`config.mk`:
```
export PLATFORM = sky130hd
export DESIGN_NAME = dbg_mem_dump
export DESIGN_NICKNAME = d
export VERILOG_FILES = /design/src/rtl/dbg_pkg.sv /design/src/rtl/uart_tx_byte.sv /design/src/rtl/dbg_mem_dump.sv
export SDC_FILE = /design/constraint.sdc
export NUM_CORES = 1
export LEC_CHECK = 0
export CAP_MARGIN = 20
export CORE_MARGIN = 3
export CORE_UTILIZATION = 45
export CTS_CLUSTER_DIAMETER = 120
export DETAILED_ROUTE_END_ITERATION = 8
export PLACE_DENSITY = 0.7
export SKIP_LAST_GASP = 1
export SLEW_MARGIN = 15
export SYNTH_ARGS = -nofsm -noshare
export SYNTH_HDL_FRONTEND = slang
export SYNTH_SLANG_ARGS = --single-unit
```
`constraint.sdc`:
```
create_clock -name clk -period 5 [get_ports clk]
set_clock_uncertainty 0.2 [all_clocks]
set_input_delay 1 -clock clk [delete_from_list [all_inputs] [get_ports clk]]
set_output_delay 1 -clock clk [all_outputs]
set_load 0.01 [all_outputs]
```
`src/rtl/dbg_pkg.sv`:
```
// Shared definitions for the debug memory dumper: FSM states, UART frame
// constants and byte-layout helpers.
package dbg_pkg;

  typedef enum logic [2:0] {
    ST_IDLE,
    ST_SETADDR,
    ST_WAIT,
    ST_CAPTURE,
    ST_SEND,
    ST_NEXT,
    ST_FIN
  } dump_state_t;

  localparam logic UART_START_BIT  = 1'b0;
  localparam logic UART_STOP_BIT   = 1'b1;
  localparam int   UART_DATA_BITS  = 8;
  localparam int   UART_FRAME_BITS = UART_DATA_BITS + 2;

  localparam int HDR_BYTES  = 2;
  localparam int DATA_BYTES = 4;

  // Byte idx of a word, most significant byte first.
  function automatic logic [7:0] word_byte(input logic [31:0] w, input logic [2:0] idx);
    case (idx)
      3'd0:    return w[31:24];
      3'd1:    return w[23:16];
      3'd2:    return w[15:8];
      default: return w[7:0];
    endcase
  endfunction

endpackage

```
`src/rtl/uart_tx_byte.sv`:
```
// 8N1 byte serializer. A load on the final stop-bit cycle (ready=1) chains
// the next frame with no idle gap.
module uart_tx_byte
  import dbg_pkg::*;
#(
  parameter int CLKS_PER_BIT = 868
) (
  input  logic       clk,
  input  logic       rst,
  input  logic       load,
  input  logic [7:0] byte_in,
  output logic       tx,
  output logic       ready
);

  localparam int CW = $clog2(CLKS_PER_BIT);

  logic [UART_FRAME_BITS-1:0] frame;
  logic                       active;
  logic [3:0]                 bit_idx;
  logic [CW-1:0]              clk_cnt;
  logic                       last_clk;
  logic                       last_bit;

  assign last_clk = (clk_cnt == CW'(CLKS_PER_BIT - 1));
  assign last_bit = (bit_idx == 4'(UART_FRAME_BITS - 1));
  assign ready    = active && last_clk && last_bit;
  assign tx       = active ? frame[0] : UART_STOP_BIT;

  // load is only honoured when idle or on the closing stop-bit cycle
  always_ff @(posedge clk) begin
    if (rst) begin
      frame   <= '0;
      active  <= 1'b0;
      bit_idx <= '0;
      clk_cnt <= '0;
    end else if (load && (!active || ready)) begin
      frame   <= {UART_STOP_BIT, byte_in, UART_START_BIT};
      active  <= 1'b1;
      bit_idx <= '0;
      clk_cnt <= '0;
    end else if (active) begin
      if (last_clk) begin
        clk_cnt <= '0;
        if (last_bit) begin
          active <= 1'b0;
        end else begin
          bit_idx <= bit_idx + 4'd1;
          frame   <= {UART_STOP_BIT, frame[UART_FRAME_BITS-1:1]};
        end
      end else begin
        clk_cnt <= clk_cnt + CW'(1);
      end
    end
  end

endmodule

```
`src/rtl/dbg_mem_dump.sv`:
```
// Dumps WORD_COUNT data-memory words over an 8N1 UART, MSB byte first.
// Define DBG_DUMP_HDR_EN to prefix each word with its 16-bit address.
module dbg_mem_dump
  import dbg_pkg::*;
#(
  parameter logic [15:0] START_ADDR   = 16'h0000,
  parameter int          WORD_COUNT   = 16,
  parameter int          CLKS_PER_BIT = 868,
  parameter int          RD_LAT       = 2
) (
  input  logic        clk,
  input  logic        rst,
  input  logic        start,
  output logic [15:0] dbg_addr,
  input  logic [31:0] dbg_data,
  output logic        uart_tx,
  output logic        busy,
  output logic        done
);

`ifdef DBG_DUMP_HDR_EN
  localparam int NBYTES = HDR_BYTES + DATA_BYTES;
`else
  localparam int NBYTES = DATA_BYTES;
`endif

  dump_state_t state, state_nxt;
  logic [2:0]  wait_cnt;
  logic [16:0] remaining;
  logic [31:0] shadow;
  logic [2:0]  byte_idx;
  logic [2:0]  byte_sel;
  logic [31:0] cur_word;
  logic        tx_load;
  logic        tx_ready;
  logic [7:0]  tx_byte;
  logic        tx_line;
  logic        last_byte;

  assign last_byte = (byte_idx == 3'(NBYTES));

  always_ff @(posedge clk) begin
    if (rst) state <= ST_IDLE;
    else     state <= state_nxt;
  end

  always_comb begin
    state_nxt = state;
    case (state)
      ST_IDLE:    if (start) state_nxt = ST_SETADDR;
      ST_SETADDR: state_nxt = ST_WAIT;
      ST_WAIT:    if (wait_cnt == 3'(RD_LAT - 1)) state_nxt = ST_CAPTURE;
      ST_CAPTURE: state_nxt = ST_SEND;
      ST_SEND:    if (tx_ready && last_byte) state_nxt = ST_NEXT;
      ST_NEXT:    state_nxt = (remaining == 17'd1) ? ST_FIN : ST_WAIT;
      ST_FIN:     state_nxt = ST_IDLE;
      default:    state_nxt = ST_IDLE;
    endcase
  end

  always_ff @(posedge clk) begin
    if (rst) begin
      dbg_addr  <= '0;
      remaining <= '0;
      wait_cnt  <= '0;
      shadow    <= '0;
      byte_idx  <= '0;
    end else begin
      case (state)
        ST_IDLE: if (start) begin
          dbg_addr  <= START_ADDR;
          remaining <= 17'(WORD_COUNT);
        end
        ST_SETADDR: wait_cnt <= '0;
        ST_WAIT:    wait_cnt <= wait_cnt + 3'd1;
        ST_CAPTURE: begin
          shadow   <= dbg_data;
          byte_idx <= 3'd1;
        end
        ST_SEND: if (tx_ready && !last_byte) byte_idx <= byte_idx + 3'd1;
        ST_NEXT: begin
          dbg_addr  <= dbg_addr + 16'd1;
          remaining <= remaining - 17'd1;
          wait_cnt  <= '0;
        end
        default: ;
      endcase
    end
  end

  // The first byte is loaded in CAPTURE straight from the bus, in the same
  // cycle the shadow latches it, so the frames start on the first SEND cycle.
  always_comb begin
    busy     = (state != ST_IDLE) && (state != ST_FIN);
    done     = (state == ST_FIN);
    byte_sel = (state == ST_CAPTURE) ? 3'd0 : byte_idx;
    cur_word = (state == ST_CAPTURE) ? dbg_data : shadow;
    tx_load  = (state == ST_CAPTURE) || ((state == ST_SEND) && tx_ready && !last_byte);
`ifdef DBG_DUMP_HDR_EN
    if (byte_sel == 3'd0)      tx_byte = dbg_addr[15:8];
    else if (byte_sel == 3'd1) tx_byte = dbg_addr[7:0];
    else                       tx_byte = word_byte(cur_word, byte_sel - 3'(HDR_BYTES));
`else
    tx_byte = word_byte(cur_word, byte_sel);
`endif
    uart_tx = tx_line;
  end

  uart_tx_byte #(
    .CLKS_PER_BIT(CLKS_PER_BIT)
  ) u_tx (
    .clk    (clk),
    .rst    (rst),
    .load   (tx_load),
    .byte_in(tx_byte),
    .tx     (tx_line),
    .ready  (tx_ready)
  );

endmodule

```
; Word-level counts from Yosys, hierarchy flattened
; Index checks and enable logic that the tools add are counted.
[word_totals]
inputBits = 35
out_inout_bits = 19
elab_cells = 89
register_bits = 99
[op_classes]
n_bitwise = 1
muxes = 25
n_reduce_logical = 27
eq_ne = 19
n_addsub = 6
[ops]
columns = operator, count
row1 = two-way mux 10 bit, 5
row2 = one-hot mux 17 bit (2 select lines), 1
row3 = two-way mux 32 bit, 1
row4 = one-hot mux 16 bit (2 select lines), 1
row5 = one-hot mux 8 bit (3 select lines), 1
row6 = two-way mux 3 bit, 6
row7 = one-hot mux 3 bit (6 select lines), 1
row8 = "equality test 17 x 1 -> 1 bit, second input constant", 1
row9 = two-way mux 17 bit, 1
row10 = "subtractor 17 x 1 -> 17 bit, second input constant", 1
row11 = "adder 16 x 1 -> 16 bit, second input constant", 1
row12 = two-way mux 16 bit, 1
row13 = "equality test 3 bit, second input constant", 4
row14 = one-hot mux 3 bit (2 select lines), 2
row15 = "adder 10 x 1 -> 10 bit, second input constant", 1
row16 = "equality test 10 bit, second input constant", 1
row17 = "inequality test 2 bit, second input constant", 5
row18 = nonzero test 2 bit, 5
row19 = "equality test 3 x 1 -> 1 bit, second input constant", 3
row20 = "equality test 3 x 2 -> 1 bit, second input constant", 3
row21 = AND reduction 3 bit, 3
row22 = logical AND 1 bit, 8
row23 = "adder 3 x 1 -> 3 bit, second input constant", 2
row24 = zero test 3 bit, 2
row25 = 10 further kinds, 18

; Depth between registers and ports, before layout
[depth]
ltp_word = 9
depth_mapped = 8
ltp_nobuf = 6

; Modules after synthesis
; From an unflattened synthesis, not the netlist that was laid out.
[hier_totals]
hier_cells = 589
area_unflattened_um2 = 5043.6
[modules_own_cells]
columns = module, cells_per_inst, seq_area_each_um2, instances, area_each_um2
row1 = dbg_mem_dump, 456, 1481.4, 1, 3661.0
row2 = uart_tx_byte, 133, 500.5, 1, 1382.6

; Worst setup path before layout
; Ideal clock, no wire load.
[synth_timing]
path_kind = reg-to-output
start = reg state[0]
end = out done
setup_slack_ns = 2.620
path_buffers = 3
required_time_ns = 3.800
t_arrival_ns = 1.180
path_stages_with_launch = 5
cell_sequence = dfxtp_1 buf_4 clkbuf_1 clkbuf_1 and3b_1
[synth_between]
elab_chain_len = 1
[synth_rtl]
columns = element, line
row1 = start: declaration, dbg_mem_dump.sv:27  ; dump_state_t state, state_nxt;
row2 = start signal: assignment, dbg_mem_dump.sv:44  ; else state <= state_nxt;
row3 = equality test 3 bit, dbg_mem_dump.sv:95  ; done = (state == ST_FIN);
row4 = end: declaration, dbg_mem_dump.sv:18  ; output logic done
; Every way passes these cells.

; Worst setup path after layout
[layout_timing]
start = reg state[1]
end = out busy
[layout_between]
elab_chain_len = 2
word_cells_on_any_way = 3
cone_classes = 1 x eq/ne / 2 x reduce/logical
[layout_rtl]
columns = element, line
row1 = inequality test 3 bit / nonzero test 3 bit (equally long branches), dbg_mem_dump.sv:94  ; busy = (state != ST_IDLE) && (state != ST_FIN);
row2 = logical AND 1 bit *, dbg_mem_dump.sv:94
row3 = end: declaration, dbg_mem_dump.sv:17  ; output logic busy,
; Every way passes the cells marked *; elsewhere a longest branch is shown, timed or not.

==> impl_metrics.csv <==
group,metric,value,unit
detailed_routing,drt-pass1-iter-count,4,
cts,cts_tree,"done",
timing,finalCritPeriodShare,66.34,%
setup_path,end_kind,"output port",
timing,fin_crit,3317,ps
global_routing,grt_pass1_vias,4069,
synth,synth-simple-area-share,28.13,%
global_routing,grt_usage,18.99,%
setup_path,rr_startpoint,"state[1]",
detailed_routing,viasPerCell,5.809,
synth,synth_area,0.005040,mm²
placement,portBuffers,53,
synth,syn_avg_cell_area,8.358,µm²
cts,htreeDepth,3,
synth,synth_top_family_by_area,"simple AND/OR/NAND/NOR gates",
synth,yosysSeqAreaShare,39.32,%
placement,place_congestion,0.7829,
detailed_routing,vias,4502,
placement,dp_hpwl,8173,µm
detailed_routing,wl,11870,µm
detailed_routing,drt_iter0_drc,314,
cts,cts_sinks,99,
min_path,hold_depth,2,
timing,fmax,301.5,MHz
floorplan,core_area,0.01089,mm²
timing,max_slew.worst_pin.slew,906.9,ps
detailed_routing,route.detailed.drc,0,
timing,rsz0062_at_grt,"false",
min_path,min_to,"shadow[15]",
cts,cts_resized,0,
synth,synth_nets,648,
synth,synth_cell_types,60,
setup_path,critical_path_peak_fanout,28,
synth,synthArstFlopShare,0,%
floorplan,ioPinCount,54,
finish,layout_common_cells,"dfxtp_1 (99), nand2_1 (89), a21oi_1 (65)",
min_path,hp-class,"reg2reg",
timing,hold_viol_final,0,
cts,root_buffer,"clkbuf_8",
detailed_routing,wl_per_cell,15.31,µm
cts,cts_made_buffers,9,
min_path,hp-start,"shadow[15]",
detailed_routing,postRouteAntennaNets,0,
finish,mostFrequentLayoutCell,"dfxtp_1",
pwr,max-vdd-ir-drop,191.5,µV
finish,drive_gt1_share,7.087,%
synth,synth_fa_ha_area_share,2.483,%
synth,synth_top_area_cell,"dfxtp_1",
global_routing,grt_first_pass_wirelength,19730,µm
setup_path,r2r-end,"u_tx.frame[3]",
synth,synth_compound_area_share,17.90,%
global_routing,antenna_found_initial,0,
setup_path,worst_setup_path_start_kind,"register",
cts,post_cts_buffers,0,
synth,muxShareOfSynthArea,6.008,%
floorplan,row_count,38,
cts,cts_buffer_depth,2,
pwr,power_density,267.3,mW/mm²
synth,synth_flop_cell,"dfxtp_1",
synth,yosys_warnings,0,
setup_path,crit_type,"reg2out",
cts,insertion_delay,380,ps
synth,syn_inst,603,
timing,setup_tns,0,ps
synth,synth_edf_count,0,
setup_path,worstRegToRegCells,5,
finish,area_delta_synth_final,14.52,%
timing,setup_violations,0,
finish,nNetsFinal,675,
finish,n_antenna_cell,0,
setup_path,startpoint,"state[1]",
synth,synth_xor_area_share,1.564,%
timing,drv_slew,0,
finish,regArea,0.001982,mm²
outcome,outcome,"finished clean",
setup_path,rrSetupSlack,1760,ps
floorplan,dieArea,0.01251,mm²
finish,final_cells,775,
cts,clkTransAtPathRegs,100,ps
synth,ys_ff_latch,99,
synth,synth_top_area_share,39.32,%
setup_path,required,3800,ps
floorplan,start_util,46.29,%
floorplan,dieWidth,111.8,µm
finish,multi_input_area,0.002826,mm²
timing,slew_headroom,39.45,%
global_routing,overflow,0,
setup_path,critPathArrivalTime,2120,ps
floorplan,die-height,111.8,µm
flow_run,cap_violations,0,
placement,dp_cells,759,
global_routing,grt_max_degree,40,
pwr,leakagePower,1.918,nW
finish,nFillCells,1005,
cts,ctsHoldBuffers,0,
synth,synth_area_leaders,"dfxtp_1 (39%), nand2_1 (6.6%), a21oi_1 (6.5%)",
-- where the power goes --
part	leakage (nW)	switching (mW)	total, mW	internal [mW]
Combinational	1.03	0.106	0.193	0.0870
Sequential	0.799	0.0449	0.855	0.810
Clock	0.0908	0.306	0.495	0.189
-- worst max path at each step --
stage	to	slack, ps	depth (start not counted)
finish	busy	1680	3
CTS	done	1640	2
floorplan	done	2620	4
detailed placement	u_tx.frame[3]	1760	5
global placement	u_tx.frame[3]	1840	5
global route	busy	1510	3
-- cells in the mapped netlist (all sizes together), types with 2 or more instances --
cell and number:
o31ai 7, xor2 5, nor3 8, xnor2 4
nand2 89, nor4b 3, nor3b 4, or4 8
o21ai 13, o21a 2, buf 12, a31oi 3
a221o 12, a41oi 2, and3 8, and3b 4
o211ai 3, nand3b 7, and2 8, mux2i 19
dfxtp 99, ha 10, nand2b 2, nand4b 11
nand4 10, clkbuf 28, or3 5, inv 15
mux2 10, nand3 22, a211oi 4, nor2 50
and4 4, a211o 5, a311oi 4, or2 3
a21oi 65, nor4 11, o311ai 6, nor2b 3
o41ai 5
-- logic make-up after synthesis --
| kind of cell | Yosys count |
|---|---|
| AO/OA/AOI/OAI | 137 |
| buffers and inverters | 55 |
| adder cells (fa/ha/maj) | 10 |
| multiplexers | 29 |
| flip-flops | 99 |
| AND/OR/NAND/NOR | 264 |
| XOR/XNOR | 9 |
-- state kept, by name (all words and copies together) (netlist names) --
signal	flops
shadow	32
remaining	17
dbg_addr	16
u_tx.clk_cnt	10
u_tx.frame	10
u_tx.bit_idx	4
byte_idx	3
state	3
wait_cnt	3
u_tx.active	1
-- cell type report --
class                   count  share of cell area, %
well taps                 140                  3.035
clock inverters             7                  1.041
repair buffers             56                  9.495
clock buffers               9                  2.146
inverters                  15                 0.9755
multi-input cells         449                  48.97
flip-flops and latches     99                  34.34
-- through the flow --
step / total power, mW / utilization (%) / cell area [µm²] / hold WS (ps) / setup WS (ps)
after floorplan: 0.9988 / - / 5040 / 231.5 / 2620
after global placement: 1.059 / 51.32 / 5588 / 242.4 / 1836
after detailed placement: 1.064 / 51.32 / 5588 / 246.0 / 1763
after CTS: 1.561 / 53.01 / 5772 / 261.4 / 1639
after global routing: 1.615 / 53.01 / 5772 / 277.8 / 1507
final: 1.543 / 53.01 / 5772 / 259.7 / 1683
-- per-layer routing --
metal | routed length [µm] | GRT usage [%]
met5 | 0 | 0
met2 | 5598 | 30.26
met4 | 119 | 4.623
met3 | 646 | 4.891
met1 | 5503 | 25.86
-- worst max-delay path, stage by stage, from the launching register on --
cell,delay (ps)
dfxtp_1,930
xnor2_1,160
nand2b_1,110
clkdlybuf4s50_1,530
(Power assumes the default switching activity.)
